File: src/rtl/dram_rw_scheduler_pkg.sv
// Shared types for the DRAM-cache read/write scheduler: FSM states, the command
// slot layout and the cache-index extraction used by the same-set hazard check.
`ifndef AXI_ADDR_WIDTH
`define AXI_ADDR_WIDTH 32
`endif
`ifndef AXI_DATA_WIDTH
`define AXI_DATA_WIDTH 64
`endif
`ifndef AXI_ID_WIDTH
`define AXI_ID_WIDTH 4
`endif
`ifndef INDEX_WIDTH
`define INDEX_WIDTH 10
`endif
`ifndef OFFSET_WIDTH
`define OFFSET_WIDTH 6
`endif

package dram_rw_scheduler_pkg;

  typedef enum logic {
    RD_PRIO  = 1'b0,
    WR_DRAIN = 1'b1
  } sched_state_e;

  typedef logic [`INDEX_WIDTH-1:0] index_t;

  typedef struct packed {
    logic [`AXI_ID_WIDTH-1:0]   id;
    logic [`AXI_ADDR_WIDTH-1:0] addr;
    logic [`AXI_DATA_WIDTH-1:0] wdata;
    logic                       write;
  } cmd_t;

  // Set index is the field just above the line offset.
  function automatic index_t cache_index(input logic [`AXI_ADDR_WIDTH-1:0] addr);
    return index_t'(addr >> `OFFSET_WIDTH);
  endfunction

endpackage

File: src/rtl/dram_wr_pair_hold.sv
// One-entry AW and W hold registers for fill writes; a write becomes eligible
// once both halves are held. A slot may be refilled in the cycle it is drained.
module dram_wr_pair_hold #(
  parameter int ADDR_WIDTH = `AXI_ADDR_WIDTH,
  parameter int DATA_WIDTH = `AXI_DATA_WIDTH,
  parameter int ID_WIDTH   = `AXI_ID_WIDTH
) (
  input  logic                  clk,
  input  logic                  rst_n,
  input  logic [ID_WIDTH-1:0]   awid,
  input  logic [ADDR_WIDTH-1:0] awaddr,
  input  logic                  awvalid,
  output logic                  awready,
  input  logic [DATA_WIDTH-1:0] wdata,
  input  logic                  wvalid,
  output logic                  wready,
  input  logic                  wr_sel,
  output logic                  aw_hold_v,
  output logic [ID_WIDTH-1:0]   aw_hold_id,
  output logic [ADDR_WIDTH-1:0] aw_hold_addr,
  output logic                  w_hold_v,
  output logic [DATA_WIDTH-1:0] w_hold_data,
  output logic                  wr_pair
);

  assign awready = !aw_hold_v | wr_sel;
  assign wready  = !w_hold_v | wr_sel;
  assign wr_pair = aw_hold_v & w_hold_v;

  always_ff @(posedge clk or negedge rst_n) begin
    if (!rst_n) begin
      aw_hold_v    <= 1'b0;
      aw_hold_id   <= '0;
      aw_hold_addr <= '0;
    end else if (awvalid && awready) begin
      aw_hold_v    <= 1'b1;
      aw_hold_id   <= awid;
      aw_hold_addr <= awaddr;
    end else if (wr_sel) begin
      aw_hold_v    <= 1'b0;
    end
  end

  always_ff @(posedge clk or negedge rst_n) begin
    if (!rst_n) begin
      w_hold_v    <= 1'b0;
      w_hold_data <= '0;
    end else if (wvalid && wready) begin
      w_hold_v    <= 1'b1;
      w_hold_data <= wdata;
    end else if (wr_sel) begin
      w_hold_v    <= 1'b0;
    end
  end

endmodule

File: src/rtl/dram_rw_scheduler.sv
// Arbitrates tag-probe reads and fill writes onto one memory-controller command
// slot: read priority, starvation-triggered write drain, same-set hazard ordering.
module dram_rw_scheduler
  import dram_rw_scheduler_pkg::*;
#(
  parameter int ADDR_WIDTH   = `AXI_ADDR_WIDTH,
  parameter int DATA_WIDTH   = `AXI_DATA_WIDTH,
  parameter int ID_WIDTH     = `AXI_ID_WIDTH,
  parameter int INDEX_WIDTH  = `INDEX_WIDTH,
  parameter int OFFSET_WIDTH = `OFFSET_WIDTH,
  parameter int STARVE_LIMIT = 8,
  parameter int DRAIN_BURST  = 4
) (
  input  logic                  clk,
  input  logic                  rst_n,
  input  logic [ID_WIDTH-1:0]   arid_i,
  input  logic [ADDR_WIDTH-1:0] araddr_i,
  input  logic                  arvalid_i,
  output logic                  arready_o,
  input  logic [ID_WIDTH-1:0]   awid_i,
  input  logic [ADDR_WIDTH-1:0] awaddr_i,
  input  logic                  awvalid_i,
  output logic                  awready_o,
  input  logic [DATA_WIDTH-1:0] wdata_i,
  input  logic                  wvalid_i,
  output logic                  wready_o,
  output logic [ID_WIDTH-1:0]   cmd_id_o,
  output logic [ADDR_WIDTH-1:0] cmd_addr_o,
  output logic [DATA_WIDTH-1:0] cmd_wdata_o,
  output logic                  cmd_write_o,
  output logic                  cmd_valid_o,
  input  logic                  cmd_ready_i,
  output logic                  drain_active_o
);

  // Handshake rule on every channel: a transfer happens on a rising edge where
  // valid and ready are both high; the command slot holds steady while valid & !ready.

  localparam int SCW = $clog2(STARVE_LIMIT + 1);
  localparam int DCW = $clog2(DRAIN_BURST + 1);

  sched_state_e          state, state_next;
  logic [SCW-1:0]        starve_cnt;
  logic [DCW-1:0]        drain_cnt, drain_cnt_inc;
  logic                  starve_at_limit;

  logic                  aw_hold_v, w_hold_v, wr_pair;
  logic [ID_WIDTH-1:0]   aw_hold_id;
  logic [ADDR_WIDTH-1:0] aw_hold_addr;
  logic [DATA_WIDTH-1:0] w_hold_data;

  logic                  slot_free, conflict, wr_sel, rd_sel;
  cmd_t                  slot;
  logic                  slot_v;

  dram_wr_pair_hold #(
    .ADDR_WIDTH(ADDR_WIDTH),
    .DATA_WIDTH(DATA_WIDTH),
    .ID_WIDTH  (ID_WIDTH)
  ) u_hold (
    .clk         (clk),
    .rst_n       (rst_n),
    .awid        (awid_i),
    .awaddr      (awaddr_i),
    .awvalid     (awvalid_i),
    .awready     (awready_o),
    .wdata       (wdata_i),
    .wvalid      (wvalid_i),
    .wready      (wready_o),
    .wr_sel      (wr_sel),
    .aw_hold_v   (aw_hold_v),
    .aw_hold_id  (aw_hold_id),
    .aw_hold_addr(aw_hold_addr),
    .w_hold_v    (w_hold_v),
    .w_hold_data (w_hold_data),
    .wr_pair     (wr_pair)
  );

  // A read must not overtake a held fill to the same set, even before its W arrives.
  assign slot_free = !slot_v | cmd_ready_i;
  assign conflict  = arvalid_i & aw_hold_v &
                     (cache_index(araddr_i) == cache_index(aw_hold_addr));
  assign wr_sel    = slot_free & wr_pair &
                     ((state == WR_DRAIN) | conflict | !arvalid_i);
  assign rd_sel    = slot_free & arvalid_i & !conflict & (state == RD_PRIO) & !wr_sel;
  assign arready_o = rd_sel;

  assign starve_at_limit = (starve_cnt == SCW'(STARVE_LIMIT));
  assign drain_cnt_inc   = drain_cnt + DCW'(wr_sel);

  always_comb begin
    state_next = state;
    case (state)
      RD_PRIO: begin
        if (starve_at_limit) state_next = WR_DRAIN;
      end
      WR_DRAIN: begin
        if ((drain_cnt_inc == DCW'(DRAIN_BURST)) || (slot_free && !wr_pair))
          state_next = RD_PRIO;
      end
      default: state_next = RD_PRIO;
    endcase
  end

  always_ff @(posedge clk or negedge rst_n) begin
    if (!rst_n) begin
      state      <= RD_PRIO;
      starve_cnt <= '0;
      drain_cnt  <= '0;
    end else begin
      state <= state_next;
      if (wr_sel)                         starve_cnt <= '0;
      else if (wr_pair && !starve_at_limit) starve_cnt <= starve_cnt + SCW'(1);
      if (state == WR_DRAIN && state_next == WR_DRAIN) drain_cnt <= drain_cnt_inc;
      else                                             drain_cnt <= '0;
    end
  end

  always_ff @(posedge clk or negedge rst_n) begin
    if (!rst_n) begin
      slot   <= '0;
      slot_v <= 1'b0;
    end else if (wr_sel) begin
      slot   <= '{id: aw_hold_id, addr: aw_hold_addr, wdata: w_hold_data, write: 1'b1};
      slot_v <= 1'b1;
    end else if (rd_sel) begin
      slot   <= '{id: arid_i, addr: araddr_i, wdata: '0, write: 1'b0};
      slot_v <= 1'b1;
    end else if (slot_free) begin
      slot_v <= 1'b0;
    end
  end

  assign cmd_valid_o    = slot_v;
  assign cmd_id_o       = slot.id;
  assign cmd_addr_o     = slot.addr;
  assign cmd_wdata_o    = slot.wdata;
  assign cmd_write_o    = slot.write;
  assign drain_active_o = (state == WR_DRAIN);

endmodule

File: config.mk
export PLATFORM = sky130hd
export DESIGN_NAME = dram_rw_scheduler
export DESIGN_NICKNAME = d
export VERILOG_FILES = /design/src/rtl/dram_rw_scheduler_pkg.sv /design/src/rtl/dram_wr_pair_hold.sv /design/src/rtl/dram_rw_scheduler.sv
export SDC_FILE = /design/constraint.sdc
export NUM_CORES = 1
export LEC_CHECK = 0
export ABC_AREA = 1
export BUFFER_PORTS_ARGS = -buffer_cell sky130_fd_sc_hd__buf_2
export CAP_MARGIN = 20
export CELL_PAD_IN_SITES_DETAIL_PLACEMENT = 1
export CELL_PAD_IN_SITES_GLOBAL_PLACEMENT = 2
export CORE_MARGIN = 10
export CORE_UTILIZATION = 32
export DETAILED_ROUTE_END_ITERATION = 8
export MAX_ROUTING_LAYER = met4
export PLACE_DENSITY = 0.92
export REMOVE_ABC_BUFFERS = 1
export SLEW_MARGIN = 20
export SYNTH_ARGS = -nofsm -noshare
export SYNTH_HDL_FRONTEND = slang
export SYNTH_SLANG_ARGS = --single-unit
File: constraint.sdc
create_clock -name clk -period 8.1 [get_ports clk]
set_clock_uncertainty 0.1 [all_clocks]
set_input_delay 0.81 -clock clk [delete_from_list [all_inputs] [get_ports clk]]
set_output_delay 0.81 -clock clk [all_outputs]
set_load 0.01 [all_outputs]
Word-level counts from Yosys, hierarchy flattened

Index checks and enable logic that the tools add are counted.

Eq/ne operators: 3
Multiplexer cells: 14
Add/sub/neg operators: 2
Bitwise operators: 15
Reduce and logical (&&, ||, !) cells: 19

Operator list:

| kind                | count |
|---|---|
| $mux 101            | 2 |
| $eq 10x10->1        | 1 |
| $and 1x1->1         | 9 |
| $logic_not 1->1     | 8 |
| $mux 1              | 8 |
| $mux 4              | 2 |
| $reduce_bool 2->1   | 4 |
| $logic_and 1x1->1   | 5 |
| $or 1x1->1          | 5 |
| $add 4x1->4 const B | 1 |
| $eq 4x4->1 const B  | 1 |
| $add 3x1->3         | 1 |
| $eq 3x3->1 const B  | 1 |
| $mux 3              | 1 |
| $reduce_bool 3->1   | 1 |
| $pmux 1 s2          | 1 |
| $logic_or 1x1->1    | 1 |
| $not 1->1           | 1 |

Flip-flop bits (word level): 212
Word-level logic and storage cells: 66
Output and inout port bits: 106

Longest topological paths before layout

Depth after elaboration: 12
Gate-level depth with buffers: 17
Gate-level depth less buffers: 15

Modules after synthesis

From an unflattened synthesis, not the netlist that was laid out.

Cells, all modules: 1,117
Area, all modules: 9,237.6 um2

By module, submodules not included:

| module            | area an instance (um2) | cells an instance | sequential area each (um2) | instances |
|---|---|---|---|---|
| dram_rw_scheduler | 5,166.2                | 674               | 2,752.6                    | 1 |
| dram_wr_pair_hold | 4,071.4                | 443               | 2,552.4                    | 1 |

Worst setup path before layout

No wires, ideal clock.

Path type: input port to flip-flop
Start: input port araddr_i[9]
End: register state, in the netlist drain_active_o
Cell stages on the path: 16
Data arrival time: 2,785 ps
Data required time: 7,843 ps
Path slack: 5,058 ps
Cell sequence: inv_1 > nand2_1 > nand2_1 > inv_1 > nand2_1 > nor2_1 > nand3_1 > nand2_1 > nand2_2 > buf_6 > inv_2 > buf_2 > ha_1 > ha_1 > o311ai_0 > o31ai_1

Longest elaborated chain between the ends: 10

Ends and longest elaborated chain:

| item                    | RTL line                 | source |
|---|---|---|
| from (decl)             | dram_rw_scheduler.sv:17  | `input logic [ADDR_WIDTH-1:0] araddr_i,` |
| $eq 10x10->1            | dram_rw_scheduler.sv:82  | `(cache_index(araddr_i) == cache_index(aw_hold_addr));` |
| $and 1x1->1             | dram_rw_scheduler.sv:81  | `assign conflict = arvalid_i & aw_hold_v &` |
| $or 1x1->1 (2 in a row) | dram_rw_scheduler.sv:84  | `((state == WR_DRAIN) \| conflict \| !arvalid_i);` |
| $and 1x1->1             | dram_rw_scheduler.sv:83  | `assign wr_sel = slot_free & wr_pair &` |
| named net u_hold.wr_sel | dram_wr_pair_hold.sv:17  | `input logic wr_sel,` |
| $add 3x1->3             | dram_rw_scheduler.sv:89  | `assign drain_cnt_inc = drain_cnt + DCW'(wr_sel);` |
| $eq 3x3->1              | dram_rw_scheduler.sv:98  | `if ((drain_cnt_inc == DCW'(DRAIN_BURST)) \|\| (slot_free && !wr_pair))` |
| $logic_or 1x1->1        | dram_rw_scheduler.sv:98  |  |
| $mux 1                  | dram_rw_scheduler.sv:98  |  |
| $pmux 1 s2              | dram_rw_scheduler.sv:93  | `case (state)` |
| named net state_next    | dram_rw_scheduler.sv:42  | `sched_state_e state, state_next;` |
| to (signal assigned)    | dram_rw_scheduler.sv:111 | `state <= state_next;` |
| to (decl)               | dram_rw_scheduler.sv:42  |  |

The timed path passes the listed nets, and every way through them passes these cells.
A chain may end at the register's enable or synchronous reset.

Final worst setup path

Start: register u_hold.aw_hold_v
End: output port wready_o

Longest elaborated chain between the ends: 6
Elaborated cells on any way between the ends: 8
Those cells by class: 8 x bitwise

Ends and longest elaborated chain:

| item                     | RTL line                | source |
|---|---|---|
| from (decl)              | dram_wr_pair_hold.sv:18 | `output logic aw_hold_v,` |
| from (signal assigned)   | dram_wr_pair_hold.sv:32 | `aw_hold_v <= 1'b0;` |
| from (signal assigned)   | dram_wr_pair_hold.sv:36 | `aw_hold_v <= 1'b1;` |
| from (signal assigned)   | dram_wr_pair_hold.sv:40 | `aw_hold_v <= 1'b0;` |
| $and 1x1->1 (2 in a row) | dram_rw_scheduler.sv:81 |  |
| $or 1x1->1 (2 in a row)  | dram_rw_scheduler.sv:84 |  |
| $and 1x1->1 (*)          | dram_rw_scheduler.sv:83 |  |
| $or 1x1->1 (*)           | dram_wr_pair_hold.sv:27 | `assign wready = !w_hold_v \| wr_sel;` |
| to (decl)                | dram_rw_scheduler.sv:26 | `output logic wready_o,` |

Every way passes the cells marked *; elsewhere a longest branch is shown, timed or not.

==> results.sh <==
export IMPL_status="finished, final reports clean"
export IMPL_yosysSeqAreaShare=0.584
export IMPL_drtIter0Drc=453
export IMPL_yosysMostFrequentCell="nand2_1"
export IMPL_synth_edf_count=0
export IMPL_die_height_um=189
export IMPL_clock_latency_ns=0.53
export IMPL_rsz0062_at_grt="no"
export IMPL_use_met1=0.226
export IMPL_final_cell_area_um2=11400
export IMPL_hold_buffers=0
export IMPL_die_w_um=189
export IMPL_place_area_um2=10500
export IMPL_ant_nets=0
export IMPL_busiest_layer="met2"
export IMPL_regToRegSetupSlack_ns=3.22
export IMPL_cts_root_buf="clkbuf_16"
export IMPL_hp_class="input port to asynchronous set/reset pin"
export IMPL_ys_warn_count=0
export IMPL_grt_antenna_before_repair=2
export IMPL_power_density_nw_per_um2=418
export IMPL_ctsHtreeMaxLevel=1
export IMPL_critPathKind="flip-flop to output port"
export IMPL_finalSetupTns_ns=0
export IMPL_drc=0
export IMPL_yosysTopAreaCell="dfrtp_1"
export IMPL_routed_wirelength_um=29700
export IMPL_max_clock_path_buffers=3
export IMPL_critPathMaxStageDelay_ns=0.86
export IMPL_dp_slack_ns=2.69
export IMPL_grt_max_degree=76
export IMPL_wl_per_cell_um=17.5
export IMPL_period_minus_slack_ns=5.13
export IMPL_ir_drop_mv=0.158
export IMPL_gp_congestion=0.823
export IMPL_final_cells=1701
export IMPL_hold_viol=0
export IMPL_path_cells="nand2_1 > nor2_4 > nand2_2 > nand2_2 > buf_4 > buf_2"
export IMPL_crit_arrival_ns=4.22
export IMPL_worst_r2r_path_depth=8
export IMPL_drv_slew=0
export IMPL_first_pass_iters=4
export IMPL_fin_crit_sh=0.633
export IMPL_path_clk_slew_ns=0.06
export IMPL_worst_path_max_fanout=39
export IMPL_cpMostUsedCell="nand2_2"
export IMPL_cp_num_cells=6
export IMPL_p_leak_nw=6.59
export IMPL_synthTopCellsByCount="nand2_1 (539), dfrtp_1 (212), nand3_1 (150)"
export IMPL_grt_ovfl_total=0
export IMPL_vias=7962
export IMPL_worst_slew_pin_slew_ns=0.973
export IMPL_grtUsageMet3=0.0406
export IMPL_yosysUniqueCellTypes=24
export IMPL_grt_pass1_vias=8773
export IMPL_critPathLaunchType="flip-flop"
export IMPL_drive_gt1_frac=0.235
export IMPL_max_freq_mhz=195
export IMPL_synth_area_leaders="dfrtp_1 (58%), nand2_1 (22%), nand3_1 (8.3%)"
export IMPL_cts_setup_buffers=0
export IMPL_placed_cells=1655
export IMPL_synthCells=1087
export IMPL_rows=61
export IMPL_async_flop_share=1.00
export IMPL_postSynthAreaPerCell_um2=8.36
export IMPL_place_hpwl_um=20100
export IMPL_final_setup_viol_count=0
export IMPL_cts_resized=0
export IMPL_grt_pass1_wl_um=48100
export IMPL_initial_utilization=0.325
export IMPL_synth_area_um2=9090
export IMPL_core_area_um2=27900
export IMPL_end_kind="output port"
export IMPL_boundaryPins=248
export IMPL_slew_headroom=0.350
export IMPL_critPathTopFamily="simple AND/OR/NAND/NOR gates"
export IMPL_crit_buf_inv=2
export IMPL_layout_setup_ws_ns=2.97
export IMPL_crit_path_top_delay_cell="nand2_2"
export IMPL_port_buffers=247
export IMPL_yosys_area_top_type_share=0.584
export IMPL_maxCapViolCount=0
export IMPL_synth_top_flop_cell="dfrtp_1"
export IMPL_worstPathRequired_ns=7.19
export IMPL_cts_sinks=212
export IMPL_nNetsFinal=1451
export IMPL_area_delta_synth_final_pct=25.4
export IMPL_use_met2=0.258
export IMPL_cts_tree="yes"
export IMPL_die_area_um2=35500
export IMPL_drt_vias_per_instance=4.68
export IMPL_cts_made_buffers=25
export IMPL_ys_ff_latch=212
export IMPL_track_usage=0.169
## power breakdown
| group | switching [mW] | internal (mW) |
|---|---|---|
| sequential | 0.316 | 1.58 |
| clock | 0.466 | 0.715 |
| combinational | 1.12 | 0.566 |
| total | 1.90 | 2.86 |
## cells by family after synthesis
family	count (synthesis)	share of synthesized area
compound gates	6	0.00427
simple gates	737	0.338
fa+ha+maj	4	0.00551
flops	212	0.584
buf+inv	125	0.0657
xor+xnor	3	0.00289
## layout make-up
cell class              count  area, µm²
flip-flops and latches    212       5310
diodes                      2       5.00
fillers                  3410      16500
inverters                  60        226
repair buffers            256       1330
well taps                 378        473
clock buffers              30        664
clock inverters            13        190
multi-input cells         750       3200
## state kept, by name, indices dropped and copies added (netlist names), 3 cells and up
register,flops
u_hold.aw_hold_id,4
drain_cnt,3
starve_cnt,4
cmd_addr_o,32
u_hold.w_hold_data,64
u_hold.aw_hold_addr,32
cmd_wdata_o,64
cmd_id_o,4
## metal layers
metal  up-vias  wire, µm
met1      3859     14100
li1       3801         -
met4         0       532
met2       265     13100
met3        37      2000
met5         -         0
## through the flow
| step | power, mW | hold WS [ns] | utilization |
|---|---|---|---|
| 4_1_cts | 4.86 | 0.156 | 0.407 |
| 2_1_floorplan | 2.82 | 0.333 | - |
| 3_3_place_gp | 3.57 | 0.345 | 0.376 |
| 5_1_grt | 5.17 | 0.173 | 0.408 |
| 6_report | 4.76 | 0.137 | 0.408 |
| 3_5_place_dp | 3.64 | 0.355 | 0.376 |
## path summary, 6_finish.rpt
kind	to	start
max	wready_o	u_hold.aw_hold_v
min	cmd_addr_o[10]	rst_n
max reg2reg	cmd_wdata_o[33]	u_hold.aw_hold_v
min reg2reg	u_hold.aw_hold_id[0]	u_hold.aw_hold_id[0]
max in group asynchronous	starve_cnt[1]	rst_n
min in group clk	u_hold.aw_hold_id[0]	u_hold.aw_hold_id[0]
## placed cells by master, fill, tap and decap left out, types with 2 or more instances in the layout
cell | Yosys | final
ha_1 | 4 | 4
clkbuf_16 | 0 | 25
nand3b_1 | 26 | 26
clkbuf_8 | 0 | 2
nand3_1 | 150 | 150
nor2_1 | 15 | 14
buf_2 | 33 | 246
inv_2 | 7 | 6
inv_1 | 53 | 53
dfrtp_1 | 212 | 212
clkbuf_1 | 18 | 3
diode_2 | 0 | 2
clkinv_2 | 0 | 7
xor2_1 | 2 | 2
bufinv_16 | 0 | 4
nand2_1 | 539 | 538
buf_4 | 5 | 8
nand2_2 | 4 | 5
Note: power is estimated with default switching activity, not from simulation.
